File: config.mk
export PLATFORM = sky130hd
export DESIGN_NAME = mul_seq_32bit
export DESIGN_NICKNAME = d
export VERILOG_FILES = /design/src/rtl/mul_seq_32bit.sv
export SDC_FILE = /design/constraint.sdc
export NUM_CORES = 1
export LEC_CHECK = 0
export CAP_MARGIN = 20
export CORE_MARGIN = 5
export CORE_UTILIZATION = 32
export CTS_BUF_LIST = sky130_fd_sc_hd__clkbuf_16
export DETAILED_ROUTE_END_ITERATION = 16
export HOLD_SLACK_MARGIN = 0.05
export PLACE_DENSITY = 0.58
export SYNTH_ARGS = -nofsm -noshare
export SYNTH_HDL_FRONTEND = slang
export SYNTH_SLANG_ARGS = --single-unit
File: constraint.sdc
create_clock -name clk -period 24.8 [get_ports clk]
set_clock_uncertainty 0.15 [all_clocks]
set_input_delay 4.96 -clock clk [delete_from_list [all_inputs] [get_ports clk]]
set_output_delay 4.96 -clock clk [all_outputs]
set_load 0.03 [all_outputs]
File: src/rtl/mul_seq_32bit.sv
// ============================================================================
//  Module      : mul_seq_32bit (with its adder_32bit accumulator)
//  Description : 32x32 -> 64 unsigned shift-add multiplier, one bit per cycle.
//  Revision    : 1.0 - initial release
// ============================================================================
`default_nettype none

module adder_32bit (
   input  logic [31:0] A,
   input  logic [31:0] B,
   input  logic        Cin,
   output logic [31:0] Sum,
   output logic        Cout
);

   logic [32:0] w_carry;

   assign w_carry[0] = Cin;

   for (genvar i = 0; i < 32; i++) begin : g_bit
      assign Sum[i]       = A[i] ^ B[i] ^ w_carry[i];
      assign w_carry[i+1] = (A[i] & B[i]) | (w_carry[i] & (A[i] ^ B[i]));
   end

   assign Cout = w_carry[32];

endmodule

module mul_seq_32bit (
   input  logic        clk,
   input  logic        rst_n,
   input  logic        start,
   input  logic [31:0] A,
   input  logic [31:0] B,
   output logic        busy,
   output logic        done,
   output logic [63:0] Product
);

   typedef enum logic [1:0] {
      IDLE = 2'd0,
      RUN  = 2'd1,
      DONE = 2'd2
   } state_t;

   state_t      r_state;
   logic [31:0] r_m;
   logic [63:0] r_p;
   logic [5:0]  r_cnt;

   logic [31:0] w_sum;
   logic        w_cout;
   logic [63:0] w_p_next;

   adder_32bit u_adder (
      .A    (r_p[63:32]),
      .B    (r_m),
      .Cin  (1'b0),
      .Sum  (w_sum),
      .Cout (w_cout)
   );

   // The adder carry lands in P[63], so no bit of the partial product is lost.
   assign w_p_next = r_p[0] ? {w_cout, w_sum, r_p[31:1]}
                            : {1'b0, r_p[63:1]};

   always_ff @(posedge clk or negedge rst_n) begin
      if (!rst_n) begin
         r_state <= IDLE;
         r_m     <= 32'h0;
         r_p     <= 64'h0;
         r_cnt   <= 6'd0;
         busy    <= 1'b0;
         done    <= 1'b0;
         Product <= 64'h0;
      end else begin
         case (r_state)
            RUN: begin
               r_p   <= w_p_next;
               r_cnt <= r_cnt + 6'd1;
               if (r_cnt == 6'd31) begin
                  r_state <= DONE;
                  Product <= w_p_next;
                  busy    <= 1'b0;
                  done    <= 1'b1;
               end
            end
            IDLE, DONE: begin
               if (start) begin
                  r_state <= RUN;
                  r_m     <= A;
                  r_p     <= {32'h0, B};
                  r_cnt   <= 6'd0;
                  busy    <= 1'b1;
                  done    <= 1'b0;
               end else begin
                  r_state <= IDLE;
                  busy    <= 1'b0;
                  done    <= 1'b0;
               end
            end
            default: begin
               r_state <= IDLE;
               busy    <= 1'b0;
               done    <= 1'b0;
            end
         endcase
      end
   end

endmodule

`default_nettype wire

Yosys cells after proc, flatten, opt, wreduce, memory -nomap -nowiden
Index checks and enable logic that the tools add are counted.
- flip-flop bits (word level): 170
- input port bits: 67
- output and inout port bits: 66
- add/sub/neg operators: 1
- eq/ne operators: 5
- multiplexer cells: 13
- bitwise gates (word level): 157
- reductions and logical operators: 6
- operator list (cell ; count):
    two-way mux 64 bit ; 2
    one-hot mux 64 bit (2 select lines) ; 1
    bitwise AND 1 bit ; 63
    bitwise XOR 1 bit ; 63
    bitwise OR 1 bit ; 31
    one-hot mux 6 bit (2 select lines) ; 1
    adder 6 x 1 -> 6 bit, second input constant ; 1
    equality test 6 x 5 -> 1 bit, second input constant ; 1
    two-way mux 6 bit ; 1
    AND reduction 2 bit ; 3
    two-way mux 1 bit ; 5
    != test 2 bit, second input constant ; 2
    one-hot mux 2 bit (2 select lines) ; 1
    equality test 2 x 1 -> 1 bit, second input constant ; 1
    equality test 2 bit, second input constant ; 1
    logical NOT 2 bit ; 1
    two-way mux 2 bit ; 1
    one-hot mux 1 bit (2 select lines) ; 1
    nonzero test 2 bit ; 1
    OR reduction 2 bit ; 1

Depth between registers and ports, before layout
- depth after elaboration: 65
- depth in mapped cells: 36

By module
Synthesis repeated with hierarchy kept, for this count alone.
- cells, all modules: 624
- area, all modules: 7678.6 µm²
- by module, submodules not included (module ; times used ; cells each ; area each (µm²)):
    mul_seq_32bit ; 1 ; 582 ; 7000.5
    adder_32bit ; 1 ; 42 ; 678.2

Least setup slack after synthesis
No wires, ideal clock.
- path type: reg2reg
- start: reg r_p[32]
- end: reg Product[62]
- setup time: 0.127 ns
- arrival time: 12.873 ns
- data required time: 24.523 ns
- path slack: 11.650 ns
- cell stages (with the launch flop): 37
- path buffers: 0
- clock period less this slack: 13.150 ns
- cell sequence: dfrtp_1 -> ha_1 -> inv_1 -> fa_1 -> fa_1 -> fa_1 -> fa_1 -> fa_1 -> fa_1 -> fa_1 -> fa_1 -> fa_1 -> fa_1 -> fa_1 -> fa_1 -> fa_1 -> fa_1 -> fa_1 -> fa_1 -> fa_1 -> fa_1 -> fa_1 -> fa_1 -> fa_1 -> fa_1 -> fa_1 -> fa_1 -> fa_1 -> fa_1 -> fa_1 -> fa_1 -> fa_1 -> fa_1 -> inv_1 -> fa_1 -> mux2_2 -> mux2_1
- longest elaborated chain between the ends: 63
- ends and longest elaborated chain (what ; line ; source):
    from (decl) ; 48 ; logic [63:0] r_p;
    from (signal assigned) ; 79 ; r_p <= w_p_next;
    from (signal assigned) ; 92 ; r_p <= {32'h0, B};
    bitwise AND 1 bit (2 in series) ; 22 ; assign w_carry[i+1] = (A[i] & B[i]) | (w_carry[i] & (A[i] ^ B[i]));
    bitwise OR 1 bit ; 22 ;
    bitwise AND 1 bit ; 22 ;
    bitwise OR 1 bit ; 22 ;
    bitwise AND 1 bit ; 22 ;
    bitwise OR 1 bit ; 22 ;
    bitwise AND 1 bit ; 22 ;
    bitwise OR 1 bit ; 22 ;
    (+46 left out) ; n/a ;
    bitwise AND 1 bit ; 22 ;
    bitwise OR 1 bit ; 22 ;
    bitwise AND 1 bit ; 22 ;
    bitwise OR 1 bit ; 22 ;
    bitwise AND 1 bit ; 22 ;
    bitwise OR 1 bit ; 22 ;
    bitwise XOR 1 bit ; 21 ; assign Sum[i] = A[i] ^ B[i] ^ w_carry[i];
    two-way mux 64 bit ; 64 ; assign w_p_next = r_p[0] ? {w_cout, w_sum, r_p[31:1]}
    to (signal assigned) ; 83 ; Product <= w_p_next;
    to (decl) ; 37 ; output logic [63:0] Product
Every way passes these cells.
A chain may end at the register's enable or synchronous reset.

Worst setup path after layout
Ends and elaborated chain as after synthesis.

==> results_dict.tcl <==
set metrics [dict create \
    vias_per_cell 4.63 \
    cpMostUsedCell "fa_1" \
    area_growth_pct 28.0 \
    detailedRoute.firstIterationViolations 167 \
    cp_data_arrival_time_ns 13.74 \
    h_tree_levels 4 \
    post_cts.resized_instances 0 \
    gr-usage-all-layers 0.136 \
    worstSetupEndpointType "flip-flop" \
    worst_slew_margin_rel 0.295 \
    hold_class "flip-flop to flip-flop" \
    slew_violations 0 \
    drive_gt1_frac 0.0778 \
    clock_tree_from_tritoncts "yes" \
    grt_max_degree 77 \
    crit-reg2reg-capture "Product[62]" \
    mostFrequentLayoutCells "166 x dfrtp_1, 131 x clkdlybuf4s50_1, 65 x inv_1" \
    min-delay-start "Product[17]" \
    netlist_instances 644 \
    totalPowerFinal_uw 898 \
    hold_slack_ns 0.335 \
    tightestPinTransition_ns 1.06 \
    placement_rows 57 \
    max_stage_delay_ns 0.41 \
    clock_tree.root_cell "clkbuf_16" \
    number_of_failing_hold_endpoints_at_the_final_stage 0 \
    synth_flop_cell "dfrtp_1" \
    buffers_inserted_during_post_cts_setup_optimization 0 \
    synth-seq-cells 168 \
    endpoint_required_time_on_the_critical_path_ns 24.94 \
    tns_ns 0 \
    firstDrtPassIters 4 \
    synthDominantCellAreaShare 0.543 \
    postSynth.asyncResetShare 1.00 \
    clock_pin_slew_of_the_registers_on_the_worst_case_setup_and_hold_paths_ns 0.06 \
    drcViolationCount 0 \
    clock_latency_ns 0.41 \
    synthDistinctLibCells 32 \
    final_critical_path_setup_slack_ns 11.20 \
    dp_slack_ns 11.15 \
    tritoncts_num_sinks 168 \
    synthesis.nets 744 \
    final_antenna_net_count 0 \
    whs_endpoint "Product[17]" \
    critical_path.slowest_cell "fa_1" \
    power.density_cell_area_mw_per_mm2 90.7 \
    n_antenna_cell 0 \
    wl_microns 17500 \
    final.period_utilization 0.548 \
    finalWeightedCongestion 0.716 \
    synth_cell_area_sq_mm 0.00774 \
    die_height_microns 166 \
    netlist_top_cells_area "dfrtp_1 54%, fa_1 8.0%, mux2_1 7.0%" \
    run_status "completed" \
    clk_path_buf_depth 2 \
    grt.overflow.total 0 \
    r2r_cells 36 \
    layout.cell_area.non_filler_sq_mm 0.00990 \
    startpoint_of_the_lowest_slack_register_to_register_path "r_p[32]" \
    report.final.setup_viol 0 \
    place_area_sq_mm 0.00930 \
    floorplan.initialDensity 0.322 \
    nNetsFinal 859 \
    placement.io_buffers 132 \
    vdd_ir_drop_max_uv 42.0 \
    regToRegSetupSlack_ns 11.20 \
    grt_first_pass_wirelength_microns 29100 \
    grt_pass1_vias 5407 \
    cts-buffers-inserted 17 \
    core_area_sq_mm 0.0240 \
    crit_type "flip-flop to flip-flop" \
    antenna_found_initial 0 \
    critical_path.startpoint_type "flip-flop" \
    die_w_microns 166 \
    postCtsHoldBufs 0 \
    most_common_library_cell_in_the_layout_ignoring_fill_and_taps "dfrtp_1" \
    min_period_ns 13.60 \
    io_pins 133 \
    achievable-frequency_mhz 73.5 \
    postSynthAreaPerCell_sq_um 12.0 \
    hpwlAfterDp_microns 11500 \
    post-synth-top-area-cell "dfrtp_1" \
    die_area_sq_mm 0.0274 \
    synth-edff-count 0 \
    power_leakage_uw 0.00474 \
    synth_sequential_area_ratio 0.543 \
    num_vias 5067 \
    cp_max_fo 3 \
    hold_path_depth 1 \
    timing.max_cap.violations 0 \
    wl_per_instance_microns 15.9 \
    yosysWarningCount 0 \
    rsz0062_at_grt "no" \
]
[critical path, delay by kind of cell, from the launching register on]
family                   cells  cell delay (ns)
multiplexers                 2             0.57
flip-flops                   1             0.36
buffers and inverters        2             0.13
adder cells (fa/ha/maj)     32            12.25
[synthesized netlist by cell type (17+ instances only)]
library cell / count
dfrtp_1: 168
nor2_1: 21
nand2_1: 41
a21oi_1: 20
mux2_1: 48
o21ai_0: 63
inv_1: 63
a22o_1: 34
mux2i_1: 43
fa_1: 31
nand3_1: 34
mux2_2: 17
buf_2: 17
[metal layers]
layer / part of all wire / up-vias / global-route usage
met5: 0 / - / 0
met1: 0.48 / 2561 / 0.193
li1: - / 2415 / -
met4: 0.0084 / 0 / 0.0326
met3: 0.038 / 7 / 0.0305
met2: 0.48 / 84 / 0.212
[sequential cells by signal, summed over array words and instances, names as in the netlist]
name	flops
r_m	32
r_cnt	6
r_state	2
Product	64
r_p	64
[where the power goes]
| part | total, uW | internal (uW) | switching [uW] |
|---|---|---|---|
| Clock | 280 | 168 | 112 |
| Sequential | 386 | 332 | 54.1 |
| Combinational | 232 | 121 | 111 |
[worst max-delay path by stage]
stage / start / depth (start not counted) / slack (ns) / endpoint
2_1_floorplan: r_p[32] / 36 / 11.65 / Product[62]
3_3_place_gp: r_p[32] / 36 / 11.30 / Product[62]
3_5_place_dp: r_p[32] / 36 / 11.15 / Product[62]
4_1_cts: r_p[32] / 36 / 11.14 / Product[62]
5_1_grt: r_p[32] / 36 / 10.65 / Product[62]
6_report: r_p[32] / 36 / 11.20 / Product[62]
[cell type report]
type                            count  area, sq um
Clock inverter                     14          181
Sequential cell                   168         4210
Tap cell                          324          405
Multi-Input combinational cell    370         3070
Clock buffer                       17          425
Inverter                           63          236
Fill cell                        2294        14100
Timing Repair Buffer              139         1380
[kinds of logic (layout without fill, tap and decap cells)]
logic type / count (synthesis) / in the layout / synth area share
mux: 108 / 108 / 0.150
xor+xnor: 1 / 1 / 0.00113
buf+inv: 106 / 233 / 0.0635
simple gates: 105 / 105 / 0.0598
compound gates: 123 / 123 / 0.0986
fa+ha+maj: 33 / 33 / 0.0834
flops: 168 / 168 / 0.543
[metrics by stage]
step,utilization,std cells
after global placement,0.387,1064
final,0.412,1095
after CTS,0.412,1095
after global routing,0.412,1095
after floorplan,-,644
after detailed placement,0.387,1064
Power figures use the tool's default switching activity.
